File: config.mk
export PLATFORM = sky130hd
export DESIGN_NAME = decode_sched_flat
export DESIGN_NICKNAME = d
export VERILOG_FILES = /design/src/rtl/decode_sched_if.sv /design/src/rtl/decode_sched.sv /design/src/flat_wrapper.sv
export SDC_FILE = /design/constraint.sdc
export NUM_CORES = 1
export LEC_CHECK = 0
export ABC_AREA = 0
export CORE_MARGIN = 1.5
export CORE_UTILIZATION = 59
export DETAILED_ROUTE_END_ITERATION = 7
export PLACE_DENSITY = 0.86
export SYNTH_ARGS = -nofsm -noshare
export SYNTH_HDL_FRONTEND = slang
export SYNTH_SLANG_ARGS = --single-unit
File: constraint.sdc
create_clock -name clk -period 5.2 [get_ports clk]
set_clock_uncertainty 0.15 [all_clocks]
set_input_delay 0.52 -clock clk [delete_from_list [all_inputs] [get_ports clk]]
set_output_delay 0.52 -clock clk [all_outputs]
set_load 0.01 [all_outputs]
File: src/rtl/decode_sched_if.sv
// Channel/engine bundle for the LZS decode job scheduler.
//   req        : per-channel job request (level, held until done/err)
//   eng_done   : engine done_o
//   eng_valid  : engine valid_o, one 16-bit output word this cycle
//   eng_getn   : engine m_src_getn, low = one 64-bit input word consumed
//   fo_full    : output FIFO full, engine legitimately stalled
//   grant      : one-hot engine owner, 0 when idle
//   src_sel    : source/dest mux select (0 = ch0, 1 = ch1)
//   eng_ce     : engine enable
//   eng_flush  : engine soft reset
//   busy       : job in progress
//   job_done   : one-cycle completion pulse per channel
//   job_err    : one-cycle timeout-error pulse per channel
//   in_cnt     : input words consumed by the current/last job
//   out_cnt    : output words produced by the current/last job
// master = scheduler side, slave = channel front-ends / engine side.
interface decode_sched_if #(
  parameter int unsigned CNT_W = 16
);
  logic [1:0]       req;
  logic             eng_done;
  logic             eng_valid;
  logic             eng_getn;
  logic             fo_full;
  logic [1:0]       grant;
  logic             src_sel;
  logic             eng_ce;
  logic             eng_flush;
  logic             busy;
  logic [1:0]       job_done;
  logic [1:0]       job_err;
  logic [CNT_W-1:0] in_cnt;
  logic [CNT_W-1:0] out_cnt;

  modport master (
    input  req, eng_done, eng_valid, eng_getn, fo_full,
    output grant, src_sel, eng_ce, eng_flush, busy, job_done, job_err,
           in_cnt, out_cnt
  );

  modport slave (
    output req, eng_done, eng_valid, eng_getn, fo_full,
    input  grant, src_sel, eng_ce, eng_flush, busy, job_done, job_err,
           in_cnt, out_cnt
  );
endinterface

File: src/rtl/decode_sched.sv
// Job scheduler in front of the LZS decode engine. Arbitrates two channels
// round-robin onto the engine, sequences each job (select, enable, run,
// completion), counts input/output words and flushes the engine when the
// stall watchdog expires.
// Ports:
//   clk  : clock
//   rst  : asynchronous active-low reset
//   bus  : decode_sched_if.master (request, engine status, grant/control,
//          completion pulses, word counters)
// All outputs are registered.
//
// state   | meaning
// --------+-------------------------------------------------------------
// IDLE    | no job; waiting for any req
// GRANT   | owner selected, mux settling, engine still disabled
// RUN     | engine enabled; counting words, watchdog active
// DONE    | one cycle, job_done pulse to owner
// ERR     | engine held in soft reset for FLUSH_CYC cycles, job_err on last
module decode_sched #(
  parameter int unsigned CNT_W     = 16,
  parameter int unsigned TO_W      = 16,
  parameter int unsigned TIMEOUT   = 16'hFFFF,
  parameter int unsigned FLUSH_CYC = 4
) (
  input  logic           clk,
  input  logic           rst,
  decode_sched_if.master bus
);

  localparam int unsigned     FL_W    = (FLUSH_CYC > 2) ? $clog2(FLUSH_CYC) : 1;
  localparam logic [TO_W-1:0] WD_LOAD = TO_W'(TIMEOUT);
  localparam logic [TO_W-1:0] WD_ONE  = TO_W'(1);
  localparam logic [FL_W-1:0] FL_LOAD = FL_W'(FLUSH_CYC - 1);
  localparam logic [FL_W-1:0] FL_ONE  = FL_W'(1);
  localparam logic [CNT_W-1:0] CNT_ONE = CNT_W'(1);

  typedef enum logic [2:0] {
    ST_IDLE  = 3'd0,
    ST_GRANT = 3'd1,
    ST_RUN   = 3'd2,
    ST_DONE  = 3'd3,
    ST_ERR   = 3'd4
  } state_e;

  state_e           state_q, state_d;
  logic [1:0]       grant_q, grant_d;
  logic             src_sel_q, src_sel_d;
  logic             eng_ce_q, eng_ce_d;
  logic             eng_flush_q, eng_flush_d;
  logic             busy_q, busy_d;
  logic [1:0]       job_done_q, job_done_d;
  logic [1:0]       job_err_q, job_err_d;
  logic [CNT_W-1:0] in_cnt_q, in_cnt_d;
  logic [CNT_W-1:0] out_cnt_q, out_cnt_d;
  logic [TO_W-1:0]  wd_q, wd_d;
  logic [FL_W-1:0]  fl_q, fl_d;
  logic             last_q, last_d;

  logic active;
  logic wd_expire;
  logic winner;

  // Any word moving in either direction proves the engine is alive.
  assign active = ~bus.eng_getn | bus.eng_valid;

  // Watchdog counts down the remaining quiet budget; the step from 1 is the
  // expiry, so a quiet non-stalled cycle at 1 is the TIMEOUT-th one.
  assign wd_expire = ~active & ~bus.fo_full & (wd_q == WD_ONE);

  // last_q is the channel served last; on contention the other one wins.
  assign winner = (bus.req == 2'b11) ? ~last_q : bus.req[1];

  always_ff @(posedge clk or negedge rst) begin
    if (!rst) begin
      state_q     <= ST_IDLE;
      grant_q     <= '0;
      src_sel_q   <= 1'b0;
      eng_ce_q    <= 1'b0;
      eng_flush_q <= 1'b0;
      busy_q      <= 1'b0;
      job_done_q  <= '0;
      job_err_q   <= '0;
      in_cnt_q    <= '0;
      out_cnt_q   <= '0;
      wd_q        <= '0;
      fl_q        <= '0;
      last_q      <= 1'b1;
    end else begin
      state_q     <= state_d;
      grant_q     <= grant_d;
      src_sel_q   <= src_sel_d;
      eng_ce_q    <= eng_ce_d;
      eng_flush_q <= eng_flush_d;
      busy_q      <= busy_d;
      job_done_q  <= job_done_d;
      job_err_q   <= job_err_d;
      in_cnt_q    <= in_cnt_d;
      out_cnt_q   <= out_cnt_d;
      wd_q        <= wd_d;
      fl_q        <= fl_d;
      last_q      <= last_d;
    end
  end

  always_comb begin
    state_d = state_q;
    case (state_q)
      ST_IDLE:  if (bus.req != 2'b00) state_d = ST_GRANT;
      ST_GRANT: state_d = ST_RUN;
      ST_RUN: begin
        // Completion wins over a watchdog expiry on the same cycle.
        if (bus.eng_done)   state_d = ST_DONE;
        else if (wd_expire) state_d = ST_ERR;
      end
      ST_DONE:  state_d = ST_IDLE;
      ST_ERR:   if (fl_q == '0) state_d = ST_IDLE;
      default:  state_d = ST_IDLE;
    endcase
  end

  always_comb begin
    grant_d     = grant_q;
    src_sel_d   = src_sel_q;
    last_d      = last_q;
    in_cnt_d    = in_cnt_q;
    out_cnt_d   = out_cnt_q;
    wd_d        = wd_q;
    fl_d        = fl_q;
    job_done_d  = '0;
    job_err_d   = '0;
    eng_ce_d    = (state_d == ST_RUN);
    eng_flush_d = (state_d == ST_ERR);
    busy_d      = (state_d != ST_IDLE);

    case (state_q)
      ST_IDLE: begin
        if (state_d == ST_GRANT) begin
          grant_d   = winner ? 2'b10 : 2'b01;
          src_sel_d = winner;
          last_d    = winner;
          in_cnt_d  = '0;
          out_cnt_d = '0;
          wd_d      = WD_LOAD;
        end
      end
      ST_RUN: begin
        if (!bus.eng_getn && (in_cnt_q != '1))  in_cnt_d  = in_cnt_q + CNT_ONE;
        if (bus.eng_valid && (out_cnt_q != '1)) out_cnt_d = out_cnt_q + CNT_ONE;
        if (active)            wd_d = WD_LOAD;
        else if (!bus.fo_full) wd_d = wd_q - WD_ONE;
        if (state_d == ST_DONE) job_done_d = grant_q;
        if (state_d == ST_ERR) begin
          fl_d = FL_LOAD;
          if (FL_LOAD == '0) job_err_d = grant_q;
        end
      end
      ST_ERR: begin
        // fl_q counts flush cycles still to come after this one.
        if (fl_q != '0) begin
          fl_d = fl_q - FL_ONE;
          if (fl_q == FL_ONE) job_err_d = grant_q;
        end
      end
      default: ;
    endcase

    if (state_d == ST_IDLE) grant_d = '0;
  end

  assign bus.grant     = grant_q;
  assign bus.src_sel   = src_sel_q;
  assign bus.eng_ce    = eng_ce_q;
  assign bus.eng_flush = eng_flush_q;
  assign bus.busy      = busy_q;
  assign bus.job_done  = job_done_q;
  assign bus.job_err   = job_err_q;
  assign bus.in_cnt    = in_cnt_q;
  assign bus.out_cnt   = out_cnt_q;

endmodule

File: src/flat_wrapper.sv
// flat-port wrapper written by rule: the top's interface ports become plain ports
module decode_sched_flat 
#(
  parameter int unsigned CNT_W     = 16,
  parameter int unsigned TO_W      = 16,
  parameter int unsigned TIMEOUT   = 16'hFFFF,
  parameter int unsigned FLUSH_CYC = 4
)
  (clk, rst, bus_req, bus_eng_done, bus_eng_valid, bus_eng_getn, bus_fo_full, bus_grant, bus_src_sel, bus_eng_ce, bus_eng_flush, bus_busy, bus_job_done, bus_job_err, bus_in_cnt, bus_out_cnt);
  decode_sched_if #(.CNT_W(CNT_W)) bus_i ();
  input  logic clk;
  input  logic rst;
  input wire logic [$bits(bus_i.req)-1:0] bus_req;
  input wire logic [$bits(bus_i.eng_done)-1:0] bus_eng_done;
  input wire logic [$bits(bus_i.eng_valid)-1:0] bus_eng_valid;
  input wire logic [$bits(bus_i.eng_getn)-1:0] bus_eng_getn;
  input wire logic [$bits(bus_i.fo_full)-1:0] bus_fo_full;
  output wire logic [$bits(bus_i.grant)-1:0] bus_grant;
  output wire logic [$bits(bus_i.src_sel)-1:0] bus_src_sel;
  output wire logic [$bits(bus_i.eng_ce)-1:0] bus_eng_ce;
  output wire logic [$bits(bus_i.eng_flush)-1:0] bus_eng_flush;
  output wire logic [$bits(bus_i.busy)-1:0] bus_busy;
  output wire logic [$bits(bus_i.job_done)-1:0] bus_job_done;
  output wire logic [$bits(bus_i.job_err)-1:0] bus_job_err;
  output wire logic [$bits(bus_i.in_cnt)-1:0] bus_in_cnt;
  output wire logic [$bits(bus_i.out_cnt)-1:0] bus_out_cnt;
  assign bus_i.req = bus_req;
  assign bus_i.eng_done = bus_eng_done;
  assign bus_i.eng_valid = bus_eng_valid;
  assign bus_i.eng_getn = bus_eng_getn;
  assign bus_i.fo_full = bus_fo_full;
  assign bus_grant = bus_i.grant;
  assign bus_src_sel = bus_i.src_sel;
  assign bus_eng_ce = bus_i.eng_ce;
  assign bus_eng_flush = bus_i.eng_flush;
  assign bus_busy = bus_i.busy;
  assign bus_job_done = bus_i.job_done;
  assign bus_job_err = bus_i.job_err;
  assign bus_in_cnt = bus_i.in_cnt;
  assign bus_out_cnt = bus_i.out_cnt;
  decode_sched #(.CNT_W(CNT_W), .TO_W(TO_W), .TIMEOUT(TIMEOUT), .FLUSH_CYC(FLUSH_CYC)) u_core (.clk(clk), .rst(rst), .bus(bus_i));
endmodule
Word level (Yosys, flattened, before mapping)
Index checks and enable logic that the tools add are counted.
{"block": "word_totals", "latchBits": 0, "ramBits": 0, "elab_cells": 88, "ff_bits": 64, "n_memories": 0, "mem_bits_ro": 0}
{"block": "op_classes", "magnitude_cmp": 0, "shifts": 0, "n_mux": 27, "div_mod_pow": 0, "mul": 0, "n_eq_ne": 18, "bitwise_logic": 7, "n_addsub": 4, "n_reduce_logical": 19}
{"cell": "$mux W16", "n": 6}
{"cell": "$pmux W16 S2", "n": 3}
{"cell": "$add A16 B1 Y16 const B", "n": 2}
{"cell": "$ne A16 B16 Y1 const B", "n": 2}
{"cell": "$mux W2", "n": 11}
{"cell": "$eq A16 B1 Y1 const B", "n": 1}
{"cell": "$sub A16 B1 Y16 const B", "n": 1}
{"cell": "$mux W3", "n": 4}
{"cell": "$pmux W3 S4", "n": 1}
{"cell": "$reduce_and A3 Y1", "n": 4}
{"cell": "$reduce_bool A2 Y1", "n": 6}
{"cell": "$ne A2 B1 Y1 const B", "n": 5}
{"cell": "$eq A3 B2 Y1 const B", "n": 3}
{"cell": "$eq A3 B1 Y1 const B", "n": 2}
{"cell": "$eq A3 B3 Y1 const B", "n": 2}
{"cell": "$logic_not A3 Y1", "n": 2}
{"cell": "$not A1 Y1", "n": 4}
{"cell": "$pmux W2 S2", "n": 1}
{"cell": "$reduce_and A2 Y1", "n": 2}
{"cell": "$ne A3 B2 Y1 const B", "n": 1}
{"cell": "$reduce_bool A3 Y1", "n": 1}
{"cell": "$and A1 B1 Y1", "n": 2}
{"cell": "$eq A2 B1 Y1 const B", "n": 1}
{"cell": "$eq A2 B2 Y1 const B", "n": 1}
{"cell": "6 further kinds", "n": 7}

Depth between registers and ports, before layout
Gate-level depths: netlist of the first run.
{"block": "depth", "depth_word": 12, "mapped_depth": 8, "ltp_nobuf": 7}

Worst setup path after synthesis of the first run
No wires, ideal clock.
{"block": "synth_path", "path_kind": "reg2reg", "from": "register u_core.out_cnt_q[0], in the netlist u_core.bus.out_cnt[0]", "to": "register u_core.out_cnt_q[4], in the netlist u_core.bus.out_cnt[4]", "path_stages_with_launch": 8, "setup_slack_ns": 3.227, "arrival_time_ns": 1.745, "required_ns": 4.972, "synth_period_minus_slack_ns": 1.973, "path_cell_list": "dfrtp_1 ha_1 nand3_1 nor4_4 a22o_4 buf_4 a21oi_1 o2bb2ai_1"}
{"block": "synth_between", "elab_chain_cells": 4}
{"element": "start: declaration", "line": "decode_sched.sv:54", "text": "logic [CNT_W-1:0] out_cnt_q, out_cnt_d;"}
{"element": "start signal: assignment", "line": "decode_sched.sv:98", "text": "out_cnt_q <= out_cnt_d;"}
{"element": "branches (longest 4 deep; another with $add A16 B1 Y16)"}
Parallel ways; which one is timed is not known. The select of a mux whose other input is x is not followed.
A chain may end at the register's enable or synchronous reset.

Final worst setup path of the first run
{"block": "layout_path", "from": "register u_core.state_q[2]", "to": "register u_core.wd_q[6]"}
{"block": "layout_between", "elab_chain_cells": 6}
{"element": "start: declaration", "line": "decode_sched.sv:45", "text": "state_e state_q, state_d;"}
{"element": "start signal: assignment", "line": "decode_sched.sv:89", "text": "state_q <= state_d;"}
{"element": "$mux W3", "line": "decode_sched.sv:113", "text": "else if (wd_expire) state_d = ST_ERR;"}
{"element": "$mux W3", "line": "decode_sched.sv:112", "text": "if (bus.eng_done) state_d = ST_DONE;"}
{"element": "$pmux W3 S4", "line": "decode_sched.sv:107", "text": "case (state_q)"}
{"element": "$eq A3 B1 Y1", "line": "decode_sched.sv:137", "text": "if (state_d == ST_GRANT) begin"}
{"element": "$ne A2 B1 Y1 (no line)"}
{"element": "$reduce_and A3 Y1 (no line)"}
{"element": "end signal: assignment", "line": "decode_sched.sv:99", "text": "wd_q <= wd_d;"}
{"element": "end: declaration", "line": "decode_sched.sv:55", "text": "logic [TO_W-1:0] wd_q, wd_d;"}
Several ways; a longest one is shown, not always the timed one.

==> metrics.txt, run 1 <==
first drt pass iteration count=5; final period utilization=0.516; Final Hold Fails=0; Ant. Diodes=0; Synth cell types=53; number of port buffers=49; first-pass GRT wire length=13.6 mm; Avg WL per Cell=16.2 µm; Clock Sinks=64; detailed-route wire length=8.17 mm; number of buffers created by CTS=9; count leader, synth=dfrtp_1; synthesized flop and latch total=64; top_reg_cell synth=dfrtp_1; Setup crit end kind=flip-flop; # DRC=0; FP Rows=27; outcome=finished, final reports clean; H-tree depth=3; Gate Count Post-Synth=383; I/O pins=50; core area=5570 µm²; Synth area leader=dfrtp_1; die area=6310 µm²; worst rel slew slack=0.341; pwr/cell area=a little under 400 nW/µm²; Area Overhead vs Synth=20.6%; dpl hpwl=5.42 mm; starting DRC count in detailed routing=roughly 280; total of max-cap violations=0; drt via density=6.31; clock-pin transition on the worst setup and hold timing paths=0.08 ns; hold-fix buffers at CTS=0; maximum VDD drop=297 µV; placed inst area=about 3900 µm²; CP startpoint kind=flip-flop; Critical Path Max Stage Delay=0.83 ns; Leak Pwr=1.63 nW; antenna violations before repair=0; Crit Path Class=flip-flop to flip-flop; Util after Layout=0.745; Synth async-reset ratio=1.00; commonest cells in the netlist=63 x dfrtp_1, 48 x o21ai_0, 36 x nand2_1, 36 x nor2_1, 31 x a21oi_1; worst min path class=input port to async pin; root buffer cell=clkbuf_8; crit path max fanout=24; Routed Antenna Nets=0; worst-path cell chain=or3b_1 -> nor3b_4 -> o21ai_0 -> a21oi_1 -> a41oi_1; synth warn=0; setup bufs post-CTS=0; Clock Tree Buf Depth=2; die width=79.4 µm; Slew Viols, Final=0; number of synthesized flops with an enable pin=0; critical path required time=around 5.2 ns; vias=3194; setup TNS=0 ns; Cell Area, Synth=3440 µm²; grt ovf=0; Routability Congestion=0.841; CP arrival=2.72 ns; slowest cell on the critical path=or3b_1; worst skew pair latency=0.35 ns; top cells by area, synth=dfrtp_1 46%, o21ai_0 7.0%, a21oi_1 4.5%, nand2_1 3.9%, nor2_1 3.9%; Final #Nets=443; vias in the first global route=3003; largest net degree at the start of global routing=65; syn avg cell area=approximately 9.0 µm²; CTS tree=done; Post-CTS Resized=0; Starting Density=0.618; sequential fraction of the synthesis area=0.465; Synth top area share=0.458; share of cells above drive strength 1=0.0760; RSZ-0062 raised after global routing=no; post-layout min period=2.68 ns; die height=79.4 µm; Least-Margin Pin Slew=0.988 ns; total track usage=0.276; post-layout instance area=4150 µm²; Peak Freq=373 MHz; Synth Net Count=~400; count of final setup violators=0
-- layout by cell type, fill, tap and decap left out, drive strengths merged, types with 2 or more instances in the layout --
master and instances:
o21a 4, o41ai 2, nor3 14, nand4 11, clkbuf 9, clkinv 5, a41oi 2, nor3b 2
or3 4, nand2 37, and3 8, nor2 37, a22o 3, and2 2, clkdlybuf4s50 48, nand2b 3
a21o 3, o21ai 53, dfrtp 63, a21oi 31, o31ai 14, bufinv 2, inv 10, nand3 21
a31oi 8, or2 3, nor4b 3, ha 6, mux2i 2, nor4 8, buf 2
-- state kept, by name, indices dropped and copies added (netlist names) --
name	count
u_core.wd_q	16
u_core.bus.job_done	2
u_core.bus.in_cnt	16
u_core.bus.eng_ce	1
u_core.bus.out_cnt	16
u_core.last_q	1
u_core.fl_q	2
u_core.bus.busy	1
u_core.bus.grant	2
u_core.state_q	3
u_core.bus.src_sel	1
u_core.bus.eng_flush	1
u_core.bus.job_err	2
-- metal layers --
layer / share of wire / track usage / vias up
li1: - / - / 1511
met3: 0.050 / 0.0491 / 13
met1: 0.45 / 0.372 / 1564
met4: 0.018 / 0.128 / 0
met2: 0.48 / 0.434 / 106
met5: 0 / 0 / -
-- worst max-delay path: cells and delay by family (launching register included) --
| kind | cells | cell delay, ns |
|---|---|---|
| flip-flops | 1 | 0.50 |
| AO/OA/AOI/OAI | 3 | 0.41 |
| AND/OR/NAND/NOR | 2 | 1.46 |
-- per-stage QoR --
step	std cells	setup slack [ns]	total power, mW	hold WS [ns]
6_report	506	2.52	1.64	0.182
3_5_place_dp	490	2.53	1.16	0.309
3_3_place_gp	490	2.60	1.14	0.302
2_1_floorplan	383	3.23	0.999	0.0744
5_1_grt	506	2.39	1.72	0.282
4_1_cts	506	2.55	1.63	0.229
-- final timing paths --
| path | endpoint | slack (ns) | cells after the start | startpoint |
|---|---|---|---|---|
| min reg2reg | u_core.last_q$_DFFE_PN1P_ | 0.32 | 2 | u_core.last_q$_DFFE_PN1P_ |
| max in group asynchronous | u_core.state_q[0]$_DFF_PN0_ | 4.16 | 2 | rst |
| min in group clk | u_core.last_q$_DFFE_PN1P_ | 0.32 | 2 | u_core.last_q$_DFFE_PN1P_ |
| min | u_core.bus.in_cnt[4]$_DFFE_PN0P_ | 0.18 | 2 | rst |
| max | u_core.wd_q[6]$_DFFE_PN0P_ | 2.52 | 5 | u_core.state_q[2]$_DFF_PN0_ |
| max reg2reg | u_core.wd_q[6]$_DFFE_PN0P_ | 2.52 | 5 | u_core.state_q[2]$_DFF_PN0_ |
-- cell families after synthesis --
kind of cell / synth area share
simple gates: 0.240
flops: 0.465
mux: 0.00908
xor+xnor: 0.00254
fa+ha+maj: 0.0218
compound gates: 0.223
buf+inv: 0.0381
-- area by class of cell --
class	count	area [µm²]
Multi-Input combinational cell	294	1710
Sequential cell	64	1600
Clock inverter	7	96.3
Fill cell	419	1420
Timing Repair Buffer	50	493
Inverter	10	37.5
Clock buffer	9	124
Tap cell	72	90.1
-- where the power goes --
group | total, mW | leakage [nW] | internal (mW) | switching, mW
registers | 0.631 | 0.794 | 0.558 | 0.0725
clock network | 0.480 | 0.113 | 0.271 | 0.209
logic | 0.528 | 0.719 | 0.205 | 0.323
Power figures use the tool's default switching activity.
==> run 2: changes to the inputs <==
--- a/config.mk
+++ b/config.mk
@@ -7,9 +7,9 @@
 export LEC_CHECK = 0
 export ABC_AREA = 0
 export CORE_MARGIN = 1.5
-export CORE_UTILIZATION = 59
+export CORE_UTILIZATION = 54
 export DETAILED_ROUTE_END_ITERATION = 7
-export PLACE_DENSITY = 0.86
+export PLACE_DENSITY = 0.79
 export SYNTH_ARGS = -nofsm -noshare
 export SYNTH_HDL_FRONTEND = slang
 export SYNTH_SLANG_ARGS = --single-unit
==> constraint.sdc (replaced) <==
create_clock -name clk -period 2.7 [get_ports clk]
set_clock_uncertainty 0.15 [all_clocks]
set_input_delay 0.27 -clock clk [delete_from_list [all_inputs] [get_ports clk]]
set_output_delay 0.27 -clock clk [all_outputs]
set_load 0.01 [all_outputs]
==> run 2 against run 1 <==
Effect of this change:
- total power grew 89%
- largest cell class unchanged
- utilization shrank 5.0 points
- highest routed layer unchanged
- maximum frequency grew 19%
==> metrics.txt, run 2 (synthesis gave the netlist of run 1 again) <==
Final #Nets=448; worst-path cell chain=or3b_1 -> buf_4 -> nor2_4 -> nand2b_1 -> nor3_1 -> o22a_1; root buffer cell=clkbuf_8; Avg WL per Cell=between 15 and 20 µm; Clock Tree Buf Depth=2; FP Rows=28; Crit Path Class=flip-flop to flip-flop; commonest non-fill, non-tap cell in the layout=dfrtp_1; number of buffers created by CTS=9; Routability Congestion=between 0.8 and 0.9; antenna violations before repair=0; die height=82.9 µm; CTS tree=done; Final WS setup=~0.44 ns; crit path max fanout=23; core area=6030 µm²; starting DRC count in detailed routing=274; Hold WS=around 0.32 ns; setup TNS=0 ns; fillers=489; maximum VDD drop=538 µV; final period utilization=0.836; CP arrival=roughly 2.4 ns; area of the multi-input gates=roughly 1700 µm²; worst min path class=flip-flop to flip-flop; CP startpoint kind=flip-flop; H-tree depth=3; largest net degree at the start of global routing=39; pwr/cell area=738 nW/µm²; Post-CTS Resized=0; worst rel slew slack=0.436; count of final setup violators=0; FF+latch area=1600 µm²; Peak Freq=443 MHz; outcome=finished, final reports clean; total track usage=0.240; total of max-cap violations=0; hold-fix buffers at CTS=1; Least-Margin Pin Slew=0.834 ns; Leak Pwr=about 1.6 nW; grt ovf=0; RSZ-0062 raised after global routing=no; Critical Path Max Stage Delay=just under 0.5 ns; slowest cell on the critical path=dfrtp_1; first-pass GRT wire length=13.7 mm; post-layout min period=2.26 ns; Clock Sinks=64; R2R cell count=6; drt via density=6.22; die width=82.9 µm; die area=6870 µm²; Slew Viols, Final=0; Routed Antenna Nets=0; Ant. Diodes=0; detailed-route wire length=8.08 mm; clock-pin transition on the worst setup and hold timing paths=around 0.07 ns; CP delay by family, top=simple AND/OR/NAND/NOR gates; first drt pass iteration count=6; setup bufs post-CTS=0; # DRC=0; Area Overhead vs Synth=21.6%; worst slack, placed=approximately 0.45 ns; vias in the first global route=2885; Final Hold Fails=0; number of port buffers=49; share of cells above drive strength 1=0.0820; Worst path depth=6; worst skew pair latency=~0.34 ns; dpl hpwl=between 5 and 6 mm; critical path required time=2.83 ns; Hold Path Stages=2; Setup crit end kind=flip-flop; I/O pins=50; Starting Density=0.572; CP Buf/Inv Count=1; vias=3195; most frequent cells in the layout=63 x dfrtp_1, 48 x o21ai_0, 48 x clkdlybuf4s50_1
-- run 2: final timing paths --
check                                       startpoint                                end  slack [ns]
setup / recovery           u_core.state_q[2]$_DFF_PN0_   u_core.bus.in_cnt[7]$_DFFE_PN0P_        0.44
min in group asynchronous                          rst  u_core.bus.out_cnt[2]$_DFFE_PN0P_        0.35
hold / removal               u_core.last_q$_DFFE_PN1P_          u_core.last_q$_DFFE_PN1P_        0.32
setup reg to reg           u_core.state_q[2]$_DFF_PN0_   u_core.bus.in_cnt[7]$_DFFE_PN0P_        0.44
hold reg to reg              u_core.last_q$_DFFE_PN1P_          u_core.last_q$_DFFE_PN1P_        0.32
max in group asynchronous                          rst  u_core.bus.in_cnt[15]$_DFFE_PN0P_        1.42
-- run 2: power by group --
group / total [mW] / internal, mW / leakage, nW / switching [mW]
logic: 1.05 / 0.429 / 0.746 / 0.621
registers: 1.21 / 1.08 / 0.794 / 0.138
clock network: 0.825 / 0.450 / 0.0993 / 0.375
-- run 2: worst register-to-register path, stage by stage, from the launching register on --
cell and delay, ns:
dfrtp_1 0.49, or3b_1 0.47, buf_4 0.26, nor2_4 0.18, nand2b_1 0.25, nor3_1 0.25, o22a_1 0.15
-- run 2: routing by layer --
metal	vias up	part of all wire	track usage	routed length, µm
met4	0	0.015	0.0955	118
met3	12	0.062	0.0388	501
met2	121	0.45	0.362	3660
met5	-	0	0	0
li1	1518	-	-	-
met1	1544	0.47	0.348	3800
-- run 2: metrics by stage --
step / total power, mW / util / instance area, µm² / std cells
after floorplan: 1.92 / - / 3440 / 383
after detailed placement: 2.26 / 0.661 / 3980 / 497
after CTS: 3.10 / 0.695 / 4190 / 514
after global routing: 3.27 / 0.695 / 4190 / 514
final: 3.09 / 0.695 / 4190 / 514
after global placement: 2.23 / 0.661 / 3980 / 497
-- run 2: area by class of cell --
| class | count | area share |
|---|---|---|
| Inverter | 10 | 0.00896 |
| Clock buffer | 11 | 0.0338 |
| Timing Repair Buffer | 55 | 0.130 |
| Sequential cell | 64 | 0.383 |
| Clock inverter | 5 | 0.0134 |
| Tap cell | 75 | 0.0224 |
| Multi-Input combinational cell | 294 | 0.408 |
